$ cat src/rtl/cache_req_ctrl.sv
// cache_req_ctrl: request sequencer in front of an 8-set cache.
// Each accepted reference walks IDLE -> SEARCH -> UPDATE -> RESP. The set
// is searched, the aligned buddy pair is pushed into it, and the set's
// registered hit flag is reported back. The result is one request every
// four cycles.
// Optional build macro: CACHE_REQ_CTRL_STATS_EN adds saturating hit, miss
// and request counters. When it is undefined, the counter outputs are tied
// to zero.
module cache_req_ctrl #(
  parameter int CNT_W = 32
) (
  input  logic             clk,
  input  logic             rst,
  input  logic             req_valid,
  input  logic [31:0]      req_addr,
  output logic             req_ready,
  output logic [7:0]       set_sel,
  output logic [26:0]      set_tag,
  output logic             set_state,
  output logic             set_mem_write,
  output logic [63:0]      set_write_data,
  input  logic [7:0]       set_hit_vec,
  output logic             resp_valid,
  output logic             resp_hit,
  output logic [CNT_W-1:0] hit_count,
  output logic [CNT_W-1:0] miss_count,
  output logic [CNT_W-1:0] req_count
);

  typedef enum logic [1:0] {IDLE, SEARCH, UPDATE, RESP} state_t;

  state_t      state_q, state_d;
  logic [31:0] addr_q;
  logic [2:0]  idx;
  logic        resp_hit_q;
  logic        accept;

  assign idx    = addr_q[4:2];
  assign accept = req_valid && req_ready;

  // State register; reset forces IDLE without waiting for a clock edge.
  always_ff @(posedge clk or posedge rst) begin
    if (rst) state_q <= IDLE;
    else     state_q <= state_d;
  end

  // Next state and per-state set commands. Each state lasts exactly one
  // cycle, except IDLE, which waits for a request.
  always_comb begin
    state_d       = state_q;
    req_ready     = 1'b0;
    set_sel       = 8'h00;
    set_state     = 1'b0;
    set_mem_write = 1'b0;
    resp_valid    = 1'b0;
    case (state_q)
      IDLE: begin
        req_ready = 1'b1;
        if (req_valid) state_d = SEARCH;
      end
      SEARCH: begin
        set_sel = 8'b1 << idx;
        state_d = UPDATE;
      end
      UPDATE: begin
        set_sel       = 8'b1 << idx;
        set_state     = 1'b1;
        set_mem_write = 1'b1;
        state_d       = RESP;
      end
      RESP: begin
        resp_valid = 1'b1;
        state_d    = IDLE;
      end
      default: state_d = IDLE;
    endcase
  end

  // Capture the reference on accept. Set-side outputs come only from this
  // copy, so req_addr may change freely while a request is in flight.
  always_ff @(posedge clk or posedge rst) begin
    if (rst)         addr_q <= 32'h0;
    else if (accept) addr_q <= req_addr;
  end

  // Sample only the selected set's hit flag on the edge that ends UPDATE.
  // The value holds until the next request reaches that point.
  always_ff @(posedge clk or posedge rst) begin
    if (rst)                    resp_hit_q <= 1'b0;
    else if (state_q == UPDATE) resp_hit_q <= set_hit_vec[idx];
  end

  assign resp_hit = resp_hit_q;
  assign set_tag  = addr_q[31:5];

  // Buddy pair: the two word addresses that differ only in bit 2.
  // This output is gated by reset because OR-ing in bit 2 would otherwise
  // show a nonzero value out of the cleared address while reset is held.
  assign set_write_data = rst ? 64'h0 : {addr_q | 32'h4, addr_q & ~32'h4};

`ifdef CACHE_REQ_CTRL_STATS_EN
  logic [CNT_W-1:0] hit_q, miss_q, req_q;

  function automatic logic [CNT_W-1:0] sat_inc(input logic [CNT_W-1:0] c);
    return (&c) ? c : c + CNT_W'(1);
  endfunction

  // Count each completed request once, during its RESP cycle.
  // An aborted request never reaches RESP and is not counted.
  always_ff @(posedge clk or posedge rst) begin
    if (rst) begin
      hit_q  <= '0;
      miss_q <= '0;
      req_q  <= '0;
    end else if (state_q == RESP) begin
      req_q <= sat_inc(req_q);
      if (resp_hit_q) hit_q  <= sat_inc(hit_q);
      else            miss_q <= sat_inc(miss_q);
    end
  end

  assign hit_count  = hit_q;
  assign miss_count = miss_q;
  assign req_count  = req_q;
`else
  assign hit_count  = '0;
  assign miss_count = '0;
  assign req_count  = '0;
`endif

endmodule

$ cat config.mk
export PLATFORM = sky130hd
export DESIGN_NAME = cache_req_ctrl
export DESIGN_NICKNAME = d
export VERILOG_FILES = /design/src/rtl/cache_req_ctrl.sv
export SDC_FILE = /design/constraint.sdc
export NUM_CORES = 1
export LEC_CHECK = 0
export ABC_AREA = 1
export ABC_CLOCK_PERIOD_IN_PS = 2310
export CORE_ASPECT_RATIO = 1.25
export CORE_MARGIN = 2
export CORE_UTILIZATION = 33
export CTS_CLUSTER_DIAMETER = 100
export DETAILED_ROUTE_END_ITERATION = 10
export PLACE_DENSITY = 0.83
export RECOVER_POWER = 100
export SLEW_MARGIN = 15
export SYNTH_ARGS = -nofsm -noshare
export SYNTH_HDL_FRONTEND = slang
export SYNTH_SLANG_ARGS = --single-unit
$ cat constraint.sdc
create_clock -name clk -period 2.31 [get_ports clk]
set_input_delay 0.5775 -clock clk [delete_from_list [all_inputs] [get_ports clk]]
set_output_delay 0.5775 -clock clk [all_outputs]
set_load 0.005 [all_outputs]
==> metrics.csv, run 1 <==
stage,metric,value,unit
clock_tree,htree_levels,2,
placed_design,io_buffers,145,
floorplanning,dieArea,0.009382,sq mm
worst_setup_path,path_cells,clkdlybuf4s15_2 -> buf_6 -> nor2_1 -> clkdlybuf4s50_1,
hold_path,hp-class,flop to flop,
worst_setup_path,crit_fanout,13,
clock_tree,clkLatencyLatePin,280,ps
timing,hold_violations,0,
detailed_routing,vias_per_cell,3.958,
clock_tree,cts_buffer_depth,2,
timing,max_freq,443.1,MHz
timing,worst_pin_slew,869.1,ps
timing,slew_viol_final,0,
cells_and_area,drive_gt1_share,5.117,%
pwr,p_per_area,977.6,mW/mm^2
timing,timing.setup.tns,0,ps
pwr,p_leak,1.933,nW
worst_setup_path,worstPathRequired,1730,ps
logic_synthesis,seq_area_frac_synth,30.80,%
detailed_routing,wl,6571,microns
cells_and_area,design_area,0.003692,sq mm
clock_tree,numCtsBuffers,5,
worst_setup_path,critPathSlowestCell,clkdlybuf4s50_1,
detailed_routing,vias,2240,
cells_and_area,area_delta_synth_final,29.83,%
detailed_routing,first_pass_iters,4,
status,status,"complete, no violations",
detailed_routing,drtIter0Drc,54,
floorplanning,core-area,0.008287,sq mm
worst_setup_path,path_class,primary input to output port,
flow_run,max-cap-violations,0,
placed_design,hpwlAfterDp,5271,microns
timing,fin_crit,2257,ps
timing,rsz0062_at_grt,false,
cells_and_area,stdcell_count,566,
clock_tree,ctsHoldBuffers,0,
global_route,grt_antenna_before_repair,0,
cells_and_area,diodes,0,
detailed_routing,ant_nets,0,
clock_tree,cts_root_buf,clkbuf_8,
floorplanning,start_util,34.32,%
detailed_routing,drc,0,
timing,fin_ws,53.13,ps
placed_design,pre_cts_slack,-214.9,ps
clock_tree,clkTransAtPathRegs,70,ps
logic_synthesis,syn_area_per_cell,7.524,sq um
global_route,track_usage,13.16,%
floorplanning,fp.dieH,107.8,microns
timing,setup_viol,0,
global_route,grt_pass1_vias,2019,
pwr,ir_worst_vdd,0.2942,mV
worst_setup_path,cp.arrival,1680,ps
placed_design,dp.cells,555,
global_route,grt_max_degree,65,
global_route,grt_pass1_wl,9680,microns
pwr,total_power,3.610,mW
logic_synthesis,syn_area,0.002844,sq mm
worst_setup_path,max_stage_delay,530,ps
logic_synthesis,yosysUniqueCellTypes,15,
detailed_routing,wl_per_cell,11.61,microns
floorplanning,core.rowCount,37,
timing,final.period_utilization,97.70,%
floorplanning,die_w,87.04,microns
cells_and_area,fill_cells,863,
timing,relSlewSlack,42.06,%
worst_setup_path,critPathCaptureType,output port,
timing,finClkSkew,1.846,ps
logic_synthesis,synth-seq-cells,35,
floorplanning,io_pins,243,
worst_setup_path,critical_path.startpoint_type,primary input,
placed_design,dpl-instance-area,0.003607,sq mm
global_route,overflow,0,
clock_tree,cts_sinks,35,
cells_and_area,final_nets,515,
logic_synthesis,syn_inst,378,
logic_synthesis,yosysWarnings,0,
clock_tree,cts_tree,done,
placed_design,gp_congestion,0.7646,
[state kept, by name, indices dropped and copies added (netlist names)]
signal / flops
addr_q: 32
resp_hit: 1
state_q: 2
[cell type report]
type | count | area (sq um) | share of cell area [%]
Clock buffer | 5 | 68.82 | 1.864
Timing Repair Buffer | 152 | 1488 | 40.29
Tap cell | 97 | 121.4 | 3.287
Sequential cell | 35 | 875.8 | 23.72
Inverter | 37 | 138.9 | 3.761
Clock inverter | 3 | 15.01 | 0.4066
Multi-Input combinational cell | 237 | 984.7 | 26.67
[per-layer routing]
| metal | wire (microns) | share of wire (%) | global-route usage, % | vias to the layer above |
|---|---|---|---|---|
| met5 | 0 | 0 | 0 | - |
| met4 | 120 | 1.8 | 5.134 | 0 |
| met3 | 587 | 8.9 | 2.914 | 9 |
| met2 | 3721 | 57 | 25.19 | 145 |
| met1 | 2141 | 33 | 13.48 | 1029 |
| li1 | - | - | - | 1057 |
[worst max-delay path: cells and delay by family]
kind	cells	cell delay, ps
AND/OR/NAND/NOR	1	180
buffers and inverters	3	920
[what timing repair did]
action,in CTS,in global routing
pin swaps,2,1
setup endpoints to repair,71,7
gates resized for setup,40,5
cloned,1,0
buffers inserted,2,0
[cell usage after synthesis]
library cell	instances	share of area, %
a21oi_1	32	5.6
buf_2	6	1.1
buf_4	156	41
clkbuf_1	3	0.40
conb_1	1	0.13
dfrtp_1	35	31
ha_1	4	1.8
inv_1	35	4.6
inv_2	2	0.26
nand2_1	25	3.3
nand2_2	2	0.44
nand3_1	3	0.53
nor2_1	71	9.4
o21ai_0	1	0.18
o21ai_1	2	0.35
[power breakdown]
part	internal (mW)	leakage, nW	switching (mW)
logic	1.15	1.50	0.989
clock network	0.206	0.0477	0.212
registers	0.904	0.381	0.153
total	2.26	1.93	1.35
[through the flow]
step	util (%)	hold slack, ps
after floorplan	-	471.0
after global placement	43.53	464.3
after detailed placement	43.53	465.9
after CTS	45.22	484.9
after global routing	44.56	538.7
final	44.56	474.4
[cell families (layout without fill, tap and decap cells)]
logic type / count (synthesis) / after routing / synth area share, %
other cells: 1 / 97 / 0.1319
flops: 35 / 35 / 30.80
buf+inv: 202 / 197 / 47.51
simple gates: 101 / 101 / 13.64
compound gates: 35 / 35 / 6.159
fa+ha+maj: 4 / 4 / 1.760
[path summary, 6_finish.rpt]
kind,cells past startpoint,start,slack [ps],to
max,4,rst,50,set_write_data[63]
min,2,resp_hit,470,resp_hit
max reg2reg,6,state_q[0],650,addr_q[13]
min reg2reg,2,resp_hit,470,resp_hit
max in group asynchronous,4,rst,890,addr_q[21]
min in group asynchronous,4,rst,870,addr_q[5]
[cells in the final DEF (no fill, tap or decap)]
cell | netlist | layout
nand2_2 | 2 | 2
nor2_2 | 0 | 3
dlygate4sd2_1 | 0 | 25
clkdlybuf4s15_2 | 0 | 1
inv_1 | 35 | 32
clkbuf_2 | 0 | 1
clkdlybuf4s25_1 | 0 | 3
buf_4 | 156 | 2
a21oi_1 | 32 | 32
clkbuf_4 | 0 | 1
clkinv_1 | 0 | 1
o21ai_0 | 1 | 2
inv_2 | 2 | 4
buf_6 | 0 | 1
conb_1 | 1 | 97
nor2_1 | 71 | 68
dlymetal6s2s_1 | 0 | 1
dfrtp_1 | 35 | 35
clkdlybuf4s50_1 | 0 | 84
clkbuf_8 | 0 | 5
nand3_1 | 3 | 3
ha_1 | 4 | 4
o21ai_1 | 2 | 1
dlygate4sd3_1 | 0 | 32
buf_8 | 0 | 1
nand2_1 | 25 | 25
clkinv_2 | 0 | 3
(Power assumes the default switching activity.)
==> inputs of run 2 (changes only) <==
--- a/config.mk
+++ b/config.mk
@@ -12,6 +12,7 @@
 export CORE_UTILIZATION = 33
 export CTS_CLUSTER_DIAMETER = 100
 export DETAILED_ROUTE_END_ITERATION = 10
+export HOLD_SLACK_MARGIN = 0.1
 export PLACE_DENSITY = 0.83
 export RECOVER_POWER = 100
 export SLEW_MARGIN = 15
==> results of run 2 <==
No change in the layout: final DEF, timing and power equal those of run 1.
==> inputs of run 3 (changes only) <==
--- a/config.mk
+++ b/config.mk
@@ -11,6 +11,7 @@
 export CORE_MARGIN = 2
 export CORE_UTILIZATION = 33
 export CTS_CLUSTER_DIAMETER = 100
+export CTS_CLUSTER_SIZE = 16
 export DETAILED_ROUTE_END_ITERATION = 10
 export HOLD_SLACK_MARGIN = 0.1
 export PLACE_DENSITY = 0.83
==> results of run 3 <==
No change in the layout: final DEF, timing and power equal those of run 1.
